## config.mk

```make
export PLATFORM = sky130hd
export DESIGN_NAME = button_event_arbiter
export DESIGN_NICKNAME = d
export VERILOG_FILES = /design/src/rtl/button_event_arbiter.sv
export SDC_FILE = /design/constraint.sdc
export NUM_CORES = 1
export LEC_CHECK = 0
export BUFFER_PORTS_ARGS = -buffer_cell sky130_fd_sc_hd__buf_4
export CAP_MARGIN = 5
export CELL_PAD_IN_SITES_DETAIL_PLACEMENT = 1
export CELL_PAD_IN_SITES_GLOBAL_PLACEMENT = 1
export CORE_ASPECT_RATIO = 0.9
export CORE_UTILIZATION = 47
export DETAILED_ROUTE_END_ITERATION = 12
export GPL_TIMING_DRIVEN = 1
export PLACE_DENSITY = 0.87
export SYNTH_ARGS = -nofsm -noshare
export SYNTH_HDL_FRONTEND = slang
export SYNTH_SLANG_ARGS = --single-unit
```

## constraint.sdc

```tcl
create_clock -name i_clk -period 3.7 [get_ports i_clk]
set_input_delay 0.555 -clock i_clk [delete_from_list [all_inputs] [get_ports i_clk]]
set_output_delay 0.555 -clock i_clk [all_outputs]
set_load 0.01 [all_outputs]
```

## src/rtl/button_event_arbiter.sv

```systemverilog
// button_event_arbiter: turns debounced button levels into PRESS/RELEASE/LONG/REPEAT events on one round-robin stream
module button_event_arbiter #(
    parameter int N_BTN       = 4,
    parameter int CLKS_LONG   = 25_000_000,
    parameter int CLKS_REPEAT = 5_000_000
) (
    input  logic                     i_clk,
    input  logic                     i_rst_n,
    input  logic [N_BTN-1:0]         i_btn,
    input  logic                     i_ready,
    output logic                     o_valid,
    output logic [$clog2(N_BTN)-1:0] o_btn_id,
    output logic [1:0]               o_event,
    output logic [N_BTN-1:0]         o_held,
    output logic                     o_overflow
);
    localparam int IW   = $clog2(N_BTN);
    localparam int SW   = IW + 1;
    localparam int CMAX = CLKS_LONG > CLKS_REPEAT ? CLKS_LONG : CLKS_REPEAT;
    localparam int CW   = CMAX > 1 ? $clog2(CMAX) : 1;
    localparam logic [CW-1:0] LONG_END = CW'(CLKS_LONG - 1);
    localparam logic [CW-1:0] REP_END  = CW'(CLKS_REPEAT - 1);
    localparam int EV_PRESS   = 0;
    localparam int EV_RELEASE = 1;
    localparam int EV_LONG    = 2;
    localparam int EV_REPEAT  = 3;

    typedef enum logic [1:0] {S_IDLE, S_PRESSED, S_HELD} state_t;

    logic [N_BTN-1:0][1:0]    state_q, state_d;
    logic [N_BTN-1:0][CW-1:0] cnt_q, cnt_d;
    logic [N_BTN-1:0][3:0]    pend_q, pend_d, set;
    logic [N_BTN-1:0]         prev_q, held_q, held_d;
    logic                     armed_q;
    logic [IW-1:0]            rr_q, rr_d, gnt_id, id_q, id_d;
    logic [1:0]               gnt_ev, ev_q, ev_d;
    logic                     gnt_found, load, clr;
    logic                     valid_q, valid_d, ovf_q, ovf_d;
    logic [SW-1:0]            scan;

    // Per-button FSM: edge detect, long-press and auto-repeat timing; release always wins
    always_comb begin
        state_d = state_q;
        cnt_d   = cnt_q;
        set     = '0;
        held_d  = '0;
        for (int i = 0; i < N_BTN; i++) begin
            if (armed_q) begin
                if (state_q[i] == S_IDLE) begin
                    if (i_btn[i] && !prev_q[i]) begin
                        set[i][EV_PRESS] = 1'b1;
                        cnt_d[i]         = '0;
                        state_d[i]       = S_PRESSED;
                    end
                end else if (!i_btn[i]) begin
                    set[i][EV_RELEASE] = 1'b1;
                    state_d[i]         = S_IDLE;
                end else if (state_q[i] == S_PRESSED && cnt_q[i] == LONG_END) begin
                    set[i][EV_LONG] = 1'b1;
                    cnt_d[i]        = '0;
                    state_d[i]      = S_HELD;
                end else if (state_q[i] == S_HELD && cnt_q[i] == REP_END) begin
                    set[i][EV_REPEAT] = 1'b1;
                    cnt_d[i]          = '0;
                end else begin
                    cnt_d[i] = cnt_q[i] + CW'(1);
                end
            end
            held_d[i] = state_d[i] != S_IDLE;
        end
    end

    // Round-robin grant, pending-flag bookkeeping and output register load
    always_comb begin
        gnt_found = 1'b0;
        gnt_id    = '0;
        scan      = '0;
        clr       = 1'b0;
        for (int k = 0; k < N_BTN; k++) begin
            scan = SW'(rr_q) + SW'(k);
            scan = scan >= SW'(N_BTN) ? scan - SW'(N_BTN) : scan;
            if (!gnt_found && pend_q[scan[IW-1:0]] != 4'b0) begin
                gnt_found = 1'b1;
                gnt_id    = scan[IW-1:0];
            end
        end
        gnt_ev = pend_q[gnt_id][EV_PRESS]  ? 2'd0 :
                 pend_q[gnt_id][EV_LONG]   ? 2'd2 :
                 pend_q[gnt_id][EV_REPEAT] ? 2'd3 : 2'd1;
        load   = !valid_q || i_ready;
        ovf_d  = ovf_q;
        pend_d = pend_q;
        for (int i = 0; i < N_BTN; i++) begin
            for (int e = 0; e < 4; e++) begin
                clr          = load && gnt_found && gnt_id == IW'(i) && gnt_ev == 2'(e);
                pend_d[i][e] = set[i][e] | (pend_q[i][e] & ~clr);
                ovf_d        = ovf_d | (set[i][e] & pend_q[i][e] & ~clr);
            end
        end
        valid_d = load ? gnt_found : valid_q;
        id_d    = load && gnt_found ? gnt_id : id_q;
        ev_d    = load && gnt_found ? gnt_ev : ev_q;
        rr_d    = !(load && gnt_found) ? rr_q :
                  gnt_id == IW'(N_BTN - 1) ? '0 : gnt_id + IW'(1);
    end

    // State registers; the first edge after reset only captures button levels
    always_ff @(posedge i_clk) begin
        if (!i_rst_n) begin
            armed_q <= 1'b0;
            prev_q  <= '0;
            state_q <= '0;
            cnt_q   <= '0;
            pend_q  <= '0;
            held_q  <= '0;
            rr_q    <= '0;
            valid_q <= 1'b0;
            id_q    <= '0;
            ev_q    <= '0;
            ovf_q   <= 1'b0;
        end else begin
            armed_q <= 1'b1;
            prev_q  <= i_btn;
            state_q <= state_d;
            cnt_q   <= cnt_d;
            pend_q  <= pend_d;
            held_q  <= held_d;
            rr_q    <= rr_d;
            valid_q <= valid_d;
            id_q    <= id_d;
            ev_q    <= ev_d;
            ovf_q   <= ovf_d;
        end
    end

    assign o_valid    = valid_q;
    assign o_btn_id   = id_q;
    assign o_event    = ev_q;
    assign o_held     = held_q;
    assign o_overflow = ovf_q;
endmodule

```

-- Word-level counts from Yosys, hierarchy flattened
Index checks and enable logic that the tools add are counted.
- register bits after elaboration: 141
- bits of input ports: 7
- output and inout bits: 10
- logic and storage cells: 333
- add/sub/neg operators: 12
- order comparisons: 9
- eq/ne operators: 26
- multiplexer cells: 103
- bitwise operators: 96
- reductions and logical operators: 67
- operator list (operator ; count):
    25-bit 2-to-1 mux ; 20
    25-bit by 1-bit adder with 25-bit output, second input constant ; 4
    25-bit by 23-bit equality test with 1-bit output, second input constant ; 4
    25-bit equality test, second input constant ; 4
    2-bit 2-to-1 mux ; 36
    1-bit bitwise AND ; 48
    4-bit binary-select mux with 2-bit select ; 5
    1-bit logical AND ; 36
    4-bit 2-to-1 mux ; 9
    1-bit bitwise OR ; 32
    1-bit 2-to-1 mux ; 29
    2-bit equality test, second input constant ; 8
    1-bit NOT ; 16
    2-bit nonzero test ; 8
    4-bit nonzero test ; 4
    2-bit by 3-bit < comparator with 1-bit output, second input constant ; 5
    2-bit by 1-bit equality test with 1-bit output, second input constant ; 6
    2-bit logical NOT ; 6
    3-bit 2-to-1 mux ; 4
    3-bit AND reduction ; 4
    3-bit greater-or-equal comparator, second input constant ; 3
    1-bit logical NOT ; 8
    2-bit by 1-bit inequality test with 1-bit output, second input constant ; 4
    2-bit by 1-bit subtractor with 2-bit output, second input constant ; 4
    5 further kinds ; 6

-- Logic depth before layout (Yosys ltp)
Gate-level depths: netlist of run 1.
- depth after elaboration: 40
- depth in mapped cells: 12
- gate-level depth less buffers: 11

-- Worst setup path after synthesis of run 1
No wires, ideal clock.
- path type: reg2reg
- from: reg pend_q[12] (netlist name)
- to: reg ovf_q (netlist: o_overflow)
- setup time: 0.120 ns
- arrival: 2.964 ns
- required time: 3.580 ns
- setup slack: 0.617 ns
- cell stages (with the launch flop): 12
- path buffers: 1
- period minus slack after synthesis: 3.083 ns
- cells stage by stage: dfxtp_1 > or4_4 > nor2_2 > a221o_1 > buf_6 > inv_4 > a211o_4 > a22oi_4 > nand4_1 > a32o_1 > or4_1 > o31a_1
- cells in the longest elaborated chain, start to end: 38
- elaborated cells between the ends (all ways): 109
- classes of those cells: 6 x eq/ne; 21 x mux; 49 x bitwise; 33 x reduce/logical
- RTL lines (what ; RTL line ; RTL):
    start, declared ; 32 ; logic [N_BTN-1:0][3:0] pend_q, pend_d, set;
    start signal, assigned ; 126 ; pend_q <= pend_d;
    4-bit binary-select mux with 2-bit select ; 82 ; if (!gnt_found && pend_q[scan[IW-1:0]] != 4'b0) begin
    4-bit 2-to-1 mux (not written as such) ; 82 ;
    4-bit nonzero test ; 82 ;
    1-bit 2-to-1 mux ; 82 ;
    1-bit logical NOT ; 82 ;
    1-bit logical AND ; 82 ;
    1-bit 2-to-1 mux ; 82 ;
    1-bit logical NOT ; 82 ;
    [... 5 more ...] ; - ;
    via gnt_id[0] ; 35 ; logic [IW-1:0] rr_q, rr_d, gnt_id, id_q, id_d;
    [... 3 more ...] ; - ;
    2-bit 2-to-1 mux ; 88 ; pend_q[gnt_id][EV_LONG] ? 2'd2 :
    2-bit 2-to-1 mux ; 87 ; gnt_ev = pend_q[gnt_id][EV_PRESS] ? 2'd0 :
    2-bit logical NOT ; 95 ; clr = load && gnt_found && gnt_id == IW'(i) && gnt_ev == 2'(e);
    1-bit logical AND ; 95 ;
    1-bit NOT ; 97 ; ovf_d = ovf_d | (set[i][e] & pend_q[i][e] & ~clr);
    1-bit bitwise AND ; 97 ;
    1-bit bitwise OR (15 in a row) ; 97 ;
    1-bit bitwise OR * ; 97 ;
    end signal, assigned ; 132 ; ovf_q <= ovf_d;
    end, declared ; 38 ; logic valid_q, valid_d, ovf_q, ovf_d;
Mark *: on every way through the listed nets, which the timed path passes. The rest lies on a longest branch. The select of a mux whose other input is x is not followed.
A chain may end at the register's enable or synchronous reset.

-- Worst setup path in the final report of run 1
- from: reg pend_q[0] (netlist name)
- to: reg ovf_q (netlist: o_overflow)
Same word-level chain as after synthesis.

==> impl_results.md, run 1 <==
* Status: finished clean
* Final Util at approximately 55%
* Post-detail-place hpwl at 13800 µm
* DR iter-0 viols at 357
* Sink of the worst hold path: prev_q[1]
* YS warnings at 0
* Fmax at roughly 0.28 GHz
* Synth top area cells: dfxtp_1 (40%), nor2_1 (8.5%), nand2_1 (5.3%)
* Clk slew on worst S/H paths at 60 ps
* Setup-failing EPs final at 0
* Hold path depth at 2
* First-pass GRT wire length at 33200 µm
* Vias in the first global route at 6687
* Yosys top cell by area: dfxtp_1
* Clock buffer depth at 2
* Number of core rows at 42
* DR vias/cell at approximately 5.9
* H-Tree Level Count at 4
* EDFF count, synth at 0
* Pin count of the biggest net entering global routing at 30
* Leak Pwr at 2.76 nW
* Register bit total from synthesis at ~140
* Num ports at 17
* Minimum clock period at roughly 3500 ps
* Uppermost layer routed: met4
* WL/cell at 17.0 µm
* Cells after Synth at 924
* CTS tree: done
* Met2 Wirelength at between 8000 and 9000 µm
* Die Ht at 119 µm
* Post-Syn Area per Cell at a little under 8 µm²
* Register area share after synthesis at 39.6%
* Clock sinks at 141
* Nets at 962
* Slew @ Worst Pin at roughly 780 ps
* Path depth of the worst reg2reg path at 10
* Vias at 6824
* # port buffers at 16
* Total CTS buffers at 17
* Pins Over Slew Limit at 0
* Synth top cells by count: nor2_1 (161), dfxtp_1 (141), nand2_1 (100)
* Area occupied by multi-input gates at 4140 µm²
* Synth top area share at approximately two fifths
* Antenna Violating Nets Remaining at 0
* Die area at 15700 µm²
* Final WS setup at 170 ps
* Antenna diodes at 0
* CP Max Fanout at 8
* Min-Delay Path Class: primary input to register
* R2r setup slk at 170 ps
* Worst endpoint data arrival time at roughly 3800 ps
* Dpl cell area at 7460 µm²
* Cell area after layout at 8130 µm²
* Root buffer cell: clkbuf_16
* Hold_sp: i_btn[1]
* Filler Cell Count at 1844
* Sum of negative setup slack at 0 ps
* All-layer global routing usage at 26.1%
* Flip-flop and latch area at 2820 µm²
* Final Hold Viols at 0
* Cell with the most instances after synthesis: nor2_1
* Layout cells sized above 1 at 9.58%
* Worst setup SP type: register
* RR Startpoint: pend_q[0]
* Antenna violations before repair at 0
* RR Endpoint: o_overflow
* Starting Density at 48.3%
* DRC Markers at 0
* Clk_skew at 6.18 ps
* Crit path required time at 4010 ps
* Setup crit end kind: register
* Met3 routed WL at 725 µm
* Worst VDD drop at between 0.3 and 0.4 mV
* First-pass iteration count of the detailed router at 4
* Mapped cell area at 7130 µm²
* DIE WIDTH at 132 µm
* Core footprint at approximately 15000 µm²
* M1 WL at between 9000 and 10000 µm
* WS Path Type: register to register
* Fin Hold WS at 384 ps
* Power per cell area at approximately 460 nW/µm²
* Synth unique cells at 68
* Post-Route WL at 19700 µm
* Tcrit/Tclk final at 95.4%
* Area grow syn2layout at 14.0%
* Synth Flop Type: dfxtp_1
* Post-synth ARST share at 0%
* Max Cap Viol at 0
* Global route overflow at 0
* Relative slew slack at 48.1%
* Routability Congestion at roughly 0.93
* Net Count, Synth at between 900 and 1000
* Clk_lat worst skew at roughly 430 ps
* Post-place setup slack at ~120 ps
==> metrics by stage <==
stage,std cells,total power (W)
after floorplan,924,0.00188
after detailed placement,1121,0.00201
after global routing,1158,0.00389
after CTS,1153,0.00373
final,1158,0.00374
after global placement,1121,0.00200
==> logic make-up (layout without fill, tap and decap cells) <==
family	count (synthesis)	count (layout)	share of synthesized area [%]
buffers and inverters	47	83	2.63
xor gates and xnor gates	49	49	6.02
DFF	141	141	39.6
and+or+nand+nor	485	485	33.3
AOI/OAI and AO/OA	193	193	16.9
adders and majority gates	8	8	1.40
muxes	1	1	0.140
==> layout make-up <==
class,count,area share (%)
Clock buffer,18,5.40
Clock inverter,14,1.96
Inverter,19,0.939
Multi-Input combinational cell,736,51.0
Sequential cell,141,34.7
Tap cell,198,3.05
Timing Repair Buffer,32,2.96
==> flip-flops by register name (all words and copies together), names as in the netlist <==
register	cells
o_event	2
state_q	8
o_overflow	1
armed_q	1
o_btn_id	2
o_valid	1
cnt_q	100
rr_q	2
prev_q	4
pend_q	16
o_held	4
==> worst max-delay path by stage <==
| stage | from | end | slack [ps] |
|---|---|---|---|
| final | pend_q[0] | o_overflow | 170 |
| after floorplan | pend_q[12] | o_overflow | 620 |
| after global routing | pend_q[0] | o_overflow | -30 |
| after detailed placement | pend_q[12] | o_overflow | 120 |
| after global placement | pend_q[12] | o_overflow | 180 |
| after CTS | pend_q[12] | o_overflow | 80 |
==> timing repair <==
item	4_1_cts	5_1_grt
buffers inserted	0	5
endpoints found under the setup margin	0	1
hold buffers	0	0
gates resized for setup	0	6
==> routing by layer <==
layer	track usage, %	up-vias
li1	-	3363
met1	36.3	3333
met2	40.6	109
met3	5.53	19
met4	7.34	0
met5	0	-
==> worst max-delay path, cell delays in order, from the launching register on <==
cell and delay, ps:
dfxtp_1 370, nor4_4 480, o22ai_1 180, a221o_2 430, inv_4 140, o211ai_1 180, a22oi_4 340, nand4_1 170
a32o_1 290, or4_1 540, o31a_1 300
==> cells in the final DEF (no fill, tap or decap), types with 4 or more instances in the layout <==
master / instances
nor2_1: 161
dfxtp_1: 141
nand2_1: 100
a21oi_1: 74
nand3_1: 53
o21ai_0: 44
buf_4: 32
nor3_1: 31
xor2_1: 31
nand4_1: 28
nor4_1: 24
xnor2_1: 18
clkbuf_16: 17
inv_1: 16
and3_1: 14
nand2b_1: 10
o211ai_1: 9
a31oi_1: 9
and2_1: 9
or3_1: 9
a21o_1: 7
or2_2: 7
ha_1: 7
or4_1: 6
o21a_1: 6
nor2b_1: 6
o22ai_1: 5
a311oi_1: 5
a211oi_1: 5
clkinv_4: 5
nor3b_1: 4
inv_6: 4
==> report_power, final <==
part	internal (W)	leakage, nW	switching [W]
clock	0.00102	0.288	0.000701
sequential	0.00155	1.14	0.0000302
combinational	0.000161	1.33	0.000275
No activity file was read; power rests on OpenSTA's default activity.
==> run 2: changes to the inputs <==
--- a/config.mk
+++ b/config.mk
@@ -14,6 +14,8 @@
 export DETAILED_ROUTE_END_ITERATION = 12
 export GPL_TIMING_DRIVEN = 1
 export PLACE_DENSITY = 0.87
+export REMOVE_ABC_BUFFERS = 1
+export SKIP_CTS_REPAIR_TIMING = 1
 export SYNTH_ARGS = -nofsm -noshare
 export SYNTH_HDL_FRONTEND = slang
 export SYNTH_SLANG_ARGS = --single-unit
==> run 2 against run 1 <==
Clock power increased by 8%. Combinational power decreased by 6.0%. Non-clock buffer count decreased by 3. Largest power group unchanged. Register-to-register slack about the same. Clock skew about the same. Critical endpoint unchanged. Highest routed layer unchanged.
==> impl_results.md, run 2 (synthesized netlist as in run 1, its figures left out) <==
* First-pass iteration count of the detailed router at 4 (unchanged)
* Area grow syn2layout at 14.0% (about the same)
* Most common cell after layout, fill and taps aside: nor2_1
* Reg with most FFs: cnt_q
* Power per cell area at 474 nW/µm² (+3.0%)
* CP max stage cell: or4_1
* M1 WL at 9640 µm (-2.0%)
* Antenna violations before repair at 0 (unchanged)
* First-pass GRT wire length at 34500 µm (+3.9%)
* Minimum clock period at 3530 ps (+3.07 ps)
* Post-Route WL at 20300 µm (+3.1%)
* Die Ht at 119 µm (unchanged)
* Crit path top cell by count: o31a_1
* CP Max Fanout at 11 (+3)
* Net switching power at 0.000972 W (-3.4%)
* Worst endpoint data arrival time at 3850 ps (about the same)
* Largest register FFs at 100 (unchanged)
* WL/cell at 17.6 µm (+3.4%)
* Num ports at 17 (unchanged)
* Max Cap Viol at 0 (unchanged)
* Commonest non-fill, non-tap cells in the layout: nor2_1 (161), dfxtp_1 (141), nand2_1 (100)
* Setup crit end kind: register
* Antenna diodes at 0 (unchanged)
* Cell internal pwr at 0.00288 W (+5.2%)
* Sum of negative setup slack at 0 ps (unchanged)
* Global route overflow at 0 (unchanged)
* Buf+Inv Stages, Crit Path at 1 (unchanged)
* Sw frac at 25.3% (-1.6 points)
* DR vias/cell at 5.94 (+0.77%)
* Clk_skew at 6.65 ps (+0.473 ps)
* Clock buffer depth at 2 (unchanged)
* DIE WIDTH at 132 µm (unchanged)
* Tcrit/Tclk final at 95.5% (about the same)
* Vias at 6859 (+0.51%)
* Worst VDD drop at 0.373 mV (+8.9%)
* Post-Place Cells at 1123 (+0.18%)
* Clock power share at 48.2% (+2.1 points)
* Met2 Wirelength at 9690 µm (+9.1%)
* Seq pwr share at 41.1% (-1.2 points)
* DR iter-0 viols at 419 (+17%)
* Crit-path cells: nor4_4, o211ai_1, a21o_2, inv_2, ha_1, nand2_1, o31a_1, a211oi_1, nand4_1, or4_1, o31a_1
* Final Hold Viols at 0 (unchanged)
* Uppermost layer routed: met4
* Min-Delay Path Class: primary input to register
* Leak Pwr at 2.76 nW (about the same)
* Total CTS buffers at 17 (unchanged)
* Slew @ Worst Pin at 783 ps (+3.65 ps)
* H-Tree Level Count at 4 (unchanged)
* RR Startpoint: pend_q[2]
* Routability Congestion at 0.889 (-4.5%)
* Clk_lat worst skew at 430 ps (about the same)
* Fmax at 0.283 GHz (about the same)
* RSZ-0062 raised after global routing: no
* Number of core rows at 42 (unchanged)
* Clock sinks at 141 (unchanged)
* Status: finished clean
* Met3 routed WL at 707 µm (-2.5%)
* Logic pwr share at 10.7% (-1.0 points)
* Starting Density at 48.3% (unchanged)
* Relative slew slack at 47.7% (-0.32 points)
* Crit path required time at 4010 ps (about the same)
* DRC Markers at 0 (unchanged)
* Root buffer cell: clkbuf_16
* Vias in the first global route at 6860 (+2.6%)
* Pins Over Slew Limit at 0 (unchanged)
* Hold_sp: i_btn[2]
* Core footprint at 14800 µm² (unchanged)
* Largest regs: cnt_q: 100 flops, pend_q: 16 flops, state_q: 8 flops
* Nets at 959 (-0.31%)
* Overall power at 0.00385 W (+2.9%)
* # port buffers at 16 (unchanged)
* Die area at 15700 µm² (unchanged)
* Clk slew on worst S/H paths at 60 ps (about the same)
* Post-Layout Cell Count at 1155 (-0.26%)
* Post-detail-place hpwl at 14100 µm (+2.1%)
* Cell family with most CP delay: compound AO/OA/AOI/OAI gates
* Worst setup SP type: register
* Layout cells sized above 1 at 8.78% (-0.81 points)
* All-layer global routing usage at 27.3% (+1.2 points)
* Max incr delay on CP at 540 ps (about the same)
* WS Path Type: register to register
* Pin count of the biggest net entering global routing at 44 (+47%)
* Crit path launch: pend_q[2]
* CTS tree: done
* Setup-failing EPs final at 0 (unchanged)
* Antenna Violating Nets Remaining at 0 (unchanged)
==> run 2: cell types whose count changed in the layout (fill, tap and decap cells not counted), moves of 2 or more <==
cell,before,now
clkinv_4,5,1
inv_6,4,0
buf_4,32,29
bufinv_16,2,4
clkbuf_1,0,2
clkbuf_8,1,3
==> run 2: worst reg2reg max path, stage by stage, from the launching register on <==
cell      delay (ps)
dfxtp_1          360
nor4_4           440
o211ai_1         190
a21o_2           250
inv_2            180
ha_1             240
nand2_1          110
o31a_1           320
a211oi_1         290
nand4_1          160
or4_1            540
o31a_1           330
==> run 2: layout make-up <==
cell class / instances / area [µm²]
clock inverter: 10 / 161
inverter: 19 / 73.8
multi-input combinational: 736 / 4130
tap: 198 / 248
sequential: 141 / 2820
fill: 1861 / 6640
clock buffer: 22 / 474
timing repair buffer: 29 / 218
==> run 2: through the flow <==
stage	setup WS [ps]	hold WS [ps]	utilization (%)	instance area, µm²
5_1_grt	16.3	370	55.0	8120
6_report	167	378	55.0	8120
4_1_cts	70.7	368	54.9	8110
2_1_floorplan	489	449	-	7010
3_3_place_gp	275	444	50.6	7480
3_5_place_dp	76.3	450	50.6	7480
==> run 2: worst paths after layout <==
kind         slack, ps  depth (start not counted)     endpoint
min reg2reg        470                          2  o_btn_id[0]
max                170                         11   o_overflow
min                380                          2    prev_q[2]
max reg2reg        170                         11   o_overflow
==> run 2: layer usage <==
| layer | vias to the layer above | global-route usage, % |
|---|---|---|
| li1 | 3361 | - |
| met1 | 3365 | 35.7 |
| met2 | 111 | 45.7 |
| met3 | 22 | 5.62 |
| met4 | 0 | 7.27 |
| met5 | - | 0 |
==> run 2: power by group through the flow <==
| stage | combinational [W] | sequential (W) | clock (W) |
|---|---|---|---|
| 2_1_floorplan | 0.000255 | 0.00161 | 0 |
| 5_1_grt | 0.000452 | 0.00159 | 0.00194 |
| 3_5_place_dp | 0.000401 | 0.00161 | 0 |
| 4_1_cts | 0.000407 | 0.00158 | 0.00188 |
| 6_report | 0.000410 | 0.00158 | 0.00185 |
| 3_3_place_gp | 0.000396 | 0.00161 | 0 |
==> run 3: changes to the inputs <==
--- a/config.mk
+++ b/config.mk
@@ -5,15 +5,16 @@
 export SDC_FILE = /design/constraint.sdc
 export NUM_CORES = 1
 export LEC_CHECK = 0
+export ABC_AREA = 1
 export BUFFER_PORTS_ARGS = -buffer_cell sky130_fd_sc_hd__buf_4
 export CAP_MARGIN = 5
 export CELL_PAD_IN_SITES_DETAIL_PLACEMENT = 1
 export CELL_PAD_IN_SITES_GLOBAL_PLACEMENT = 1
 export CORE_ASPECT_RATIO = 0.9
-export CORE_UTILIZATION = 47
+export CORE_UTILIZATION = 41
 export DETAILED_ROUTE_END_ITERATION = 12
 export GPL_TIMING_DRIVEN = 1
-export PLACE_DENSITY = 0.87
+export PLACE_DENSITY = 0.83
 export REMOVE_ABC_BUFFERS = 1
 export SKIP_CTS_REPAIR_TIMING = 1
 export SYNTH_ARGS = -nofsm -noshare
==> constraint.sdc (replaced) <==
create_clock -name i_clk -period 3.1 [get_ports i_clk]
set_input_delay 0.465 -clock i_clk [delete_from_list [all_inputs] [get_ports i_clk]]
set_output_delay 0.465 -clock i_clk [all_outputs]
set_load 0.01 [all_outputs]
==> run 3 against run 2 <==
Synthesized area up 14%. Power up 63%. Sequential share of layout area down 4.0 points. Hold slack worse by 120 ps. Critical path depth up 13. Final cell count up 33%. Highest routed layer unchanged. Synthesized cell count up 35%. Utilization down 7.5 points. Die area up 30%.
==> impl_results.md, run 3 <==
* Max incr delay on CP at 440 ps (-100 ps)
* All-layer global routing usage at 25.0% (-2.3 points)
* Cell with the most instances after synthesis: nand2_1
* Final Hold Viols at 0 (unchanged)
* Synth Flop Type: dfxtp_1
* Routability Congestion at 0.937 (+5.3%)
* Cell family with most CP delay: simple AND/OR/NAND/NOR gates
* Crit-path cells: inv_2, nand2_1, nand2_1, nor2_1, nand3_2, nand2_4, inv_6, nand2_4, nand3_2, nand2_4, nand2_8, inv_1, ha_1, inv_1, nor2_2, nand3_1, nand2_1, inv_1, nor2_1, nand3_1, nor2_1, nand3_1, nand2_1, inv_1
* Clock sinks at 141 (unchanged)
* Buf+Inv Stages, Crit Path at 6 (+5)
* Leak Pwr at 3.42 nW (+24%)
* Overall power at 0.00626 W (+63%)
* Post-Route WL at 24100 µm (+19%)
* H-Tree Level Count at 4 (unchanged)
* Register area share after synthesis at 34.7% (-4.9 points)
* Minimum clock period at 2790 ps (-744 ps)
* Reg with most FFs: cnt_q
* Sum of negative setup slack at 0 ps (unchanged)
* Clk slew on worst S/H paths at 60 ps (about the same)
* Pins Over Slew Limit at 0 (unchanged)
* Post-synth ARST share at 0% (unchanged)
* CP max stage cell: dfxtp_2
* # port buffers at 16 (unchanged)
* First-pass iteration count of the detailed router at 4 (unchanged)
* YS warnings at 0 (unchanged)
* WL/cell at 15.7 µm (-11%)
* Slew @ Worst Pin at 1050 ps (+270 ps)
* Antenna Violating Nets Remaining at 0 (unchanged)
* Layout cells sized above 1 at 8.17% (-0.61 points)
* DR iter-0 viols at 454 (+8.4%)
* Worst endpoint data arrival time at 3110 ps (-740 ps)
* Antenna violations before repair at 0 (unchanged)
* Setup crit end kind: register
* Worst VDD drop at 0.414 mV (+11%)
* Setup-failing EPs final at 0 (unchanged)
* Synth unique cells at 46 (-32%)
* Commonest non-fill, non-tap cells in the layout: nand2_1 (211), inv_1 (181), nor2_1 (179)
* Fmax at 0.358 GHz (+27%)
* EDFF count, synth at 0 (unchanged)
* DIE WIDTH at 151 µm (+14%)
* Total CTS buffers at 17 (unchanged)
* Vias at 8288 (+21%)
* Yosys top cell by area: dfxtp_1
* Clk_skew at 12.9 ps (+6.22 ps)
* Largest regs: cnt_q: 100 flops, pend_q: 16 flops, state_q: 8 flops
* Cells after Synth at 1249 (+35%)
* Area grow syn2layout at 12.8%
* Post-Syn Area per Cell at 6.52 µm² (-15%)
* Synth top cells by count: nand2_1 (211), inv_1 (181), nor2_1 (179)
* Nets at 1289 (+34%)
* Status: finished clean
* Die Ht at 136 µm (+14%)
* Fin Hold WS at 256 ps (-121 ps)
* Number of core rows at 48 (+14%)
* Power per cell area at 682 nW/µm² (+44%)
* Min-Delay Path Class: primary input to register
* Starting Density at 42.1% (-6.2 points)
* CP Max Fanout at 10 (-1)
* RSZ-0062 raised after global routing: no
* Clock buffer depth at 2 (unchanged)
* Root buffer cell: clkbuf_16
* Largest register FFs at 100 (unchanged)
* CTS tree: done
* Clk_lat worst skew at 430 ps (about the same)
* Antenna diodes at 0 (unchanged)
* Worst setup SP type: register
* Global route overflow at 0 (unchanged)
* Vias in the first global route at 8442 (+23%)
* Die area at 20400 µm² (+30%)
* WS Path Type: register to register
* Register bit total from synthesis at 141 (unchanged)
* Mapped cell area at 8140 µm² (+14%)
* Most common cell after layout, fill and taps aside: nand2_1
* Pin count of the biggest net entering global routing at 61 (+39%)
* DRC Markers at 0 (unchanged)
* Post-detail-place hpwl at 17700 µm (+26%)
* First-pass GRT wire length at 40900 µm (+19%)
* Core footprint at 19300 µm² (+31%)
* Final Util at 47.5% (-7.5 points)
* DR vias/cell at 5.40 (-9.1%)
* Crit path required time at 3420 ps (-590 ps)
* Synth top area cells: dfxtp_1 (35%), nand2_1 (9.7%), inv_1 (8.3%)
* Synth top area share at 34.7% (-4.9 points)
* Relative slew slack at 29.3% (-18 points)
* Filler Cell Count at 2565 (+38%)
* Max Cap Viol at 0 (unchanged)
* Num ports at 17 (unchanged)
* Tcrit/Tclk final at 90.0% (-5.5 points)
[run 3: final timing paths]
kind	depth (start not counted)	slack, ps	from	endpoint
hold reg to reg	2	480	cnt_q[19]	cnt_q[19]
setup / recovery	24	310	rr_q[0]	o_overflow
setup reg to reg	24	310	rr_q[0]	o_overflow
hold / removal	3	260	i_btn[0]	prev_q[0]
[run 3: through the flow]
step / instance area, µm² / instances / worst slack (ps)
finish: 9180 / 1535 / 311
global route: 9180 / 1535 / 22.3
CTS: 9180 / 1535 / 177
detailed placement: 8570 / 1505 / 189
global placement: 8570 / 1505 / 418
floorplan: 8010 / 1222 / 447
[run 3: tightest hold or removal path: cells and delay by family]
family | cells | cell delay [ps]
AND/OR/NAND/NOR | 1 | 50
buffers and inverters | 2 | 130
[run 3: area by class of cell]
type                            instances  area (µm²)  share of cell area, %
Tap cell                              250         313                   3.41
Clock inverter                         10         165                   1.80
Sequential cell                       141        2820                   30.7
Multi-Input combinational cell        893        4470                   48.7
Clock buffer                           20         447                   4.86
Timing Repair Buffer                   33         248                   2.70
Inverter                              188         713                   7.77
[run 3: power by group]
part,switching (W),internal (W),leakage [nW]
Sequential,0.0000629,0.00188,1.14
Clock,0.000810,0.00136,0.300
Combinational,0.00150,0.000640,1.98
[run 3: cells by family after synthesis]
group | synth area share, %
AND/OR/NAND/NOR | 39.3
buffers and inverters | 10.3
AO/OA/AOI/OAI | 12.7
flip-flops | 34.7
XOR/XNOR | 1.72
adder cells (fa/ha/maj) | 1.23
[run 3: per-layer routing]
metal / routed length [µm] / GRT usage, % / up-vias
met2: 11100 / 40.5 / 88
met5: 0 / 0 / -
met3: 605 / 3.91 / 18
met4: 227 / 6.62 / 0
met1: 12100 / 34.2 / 3986
li1: - / - / 4196
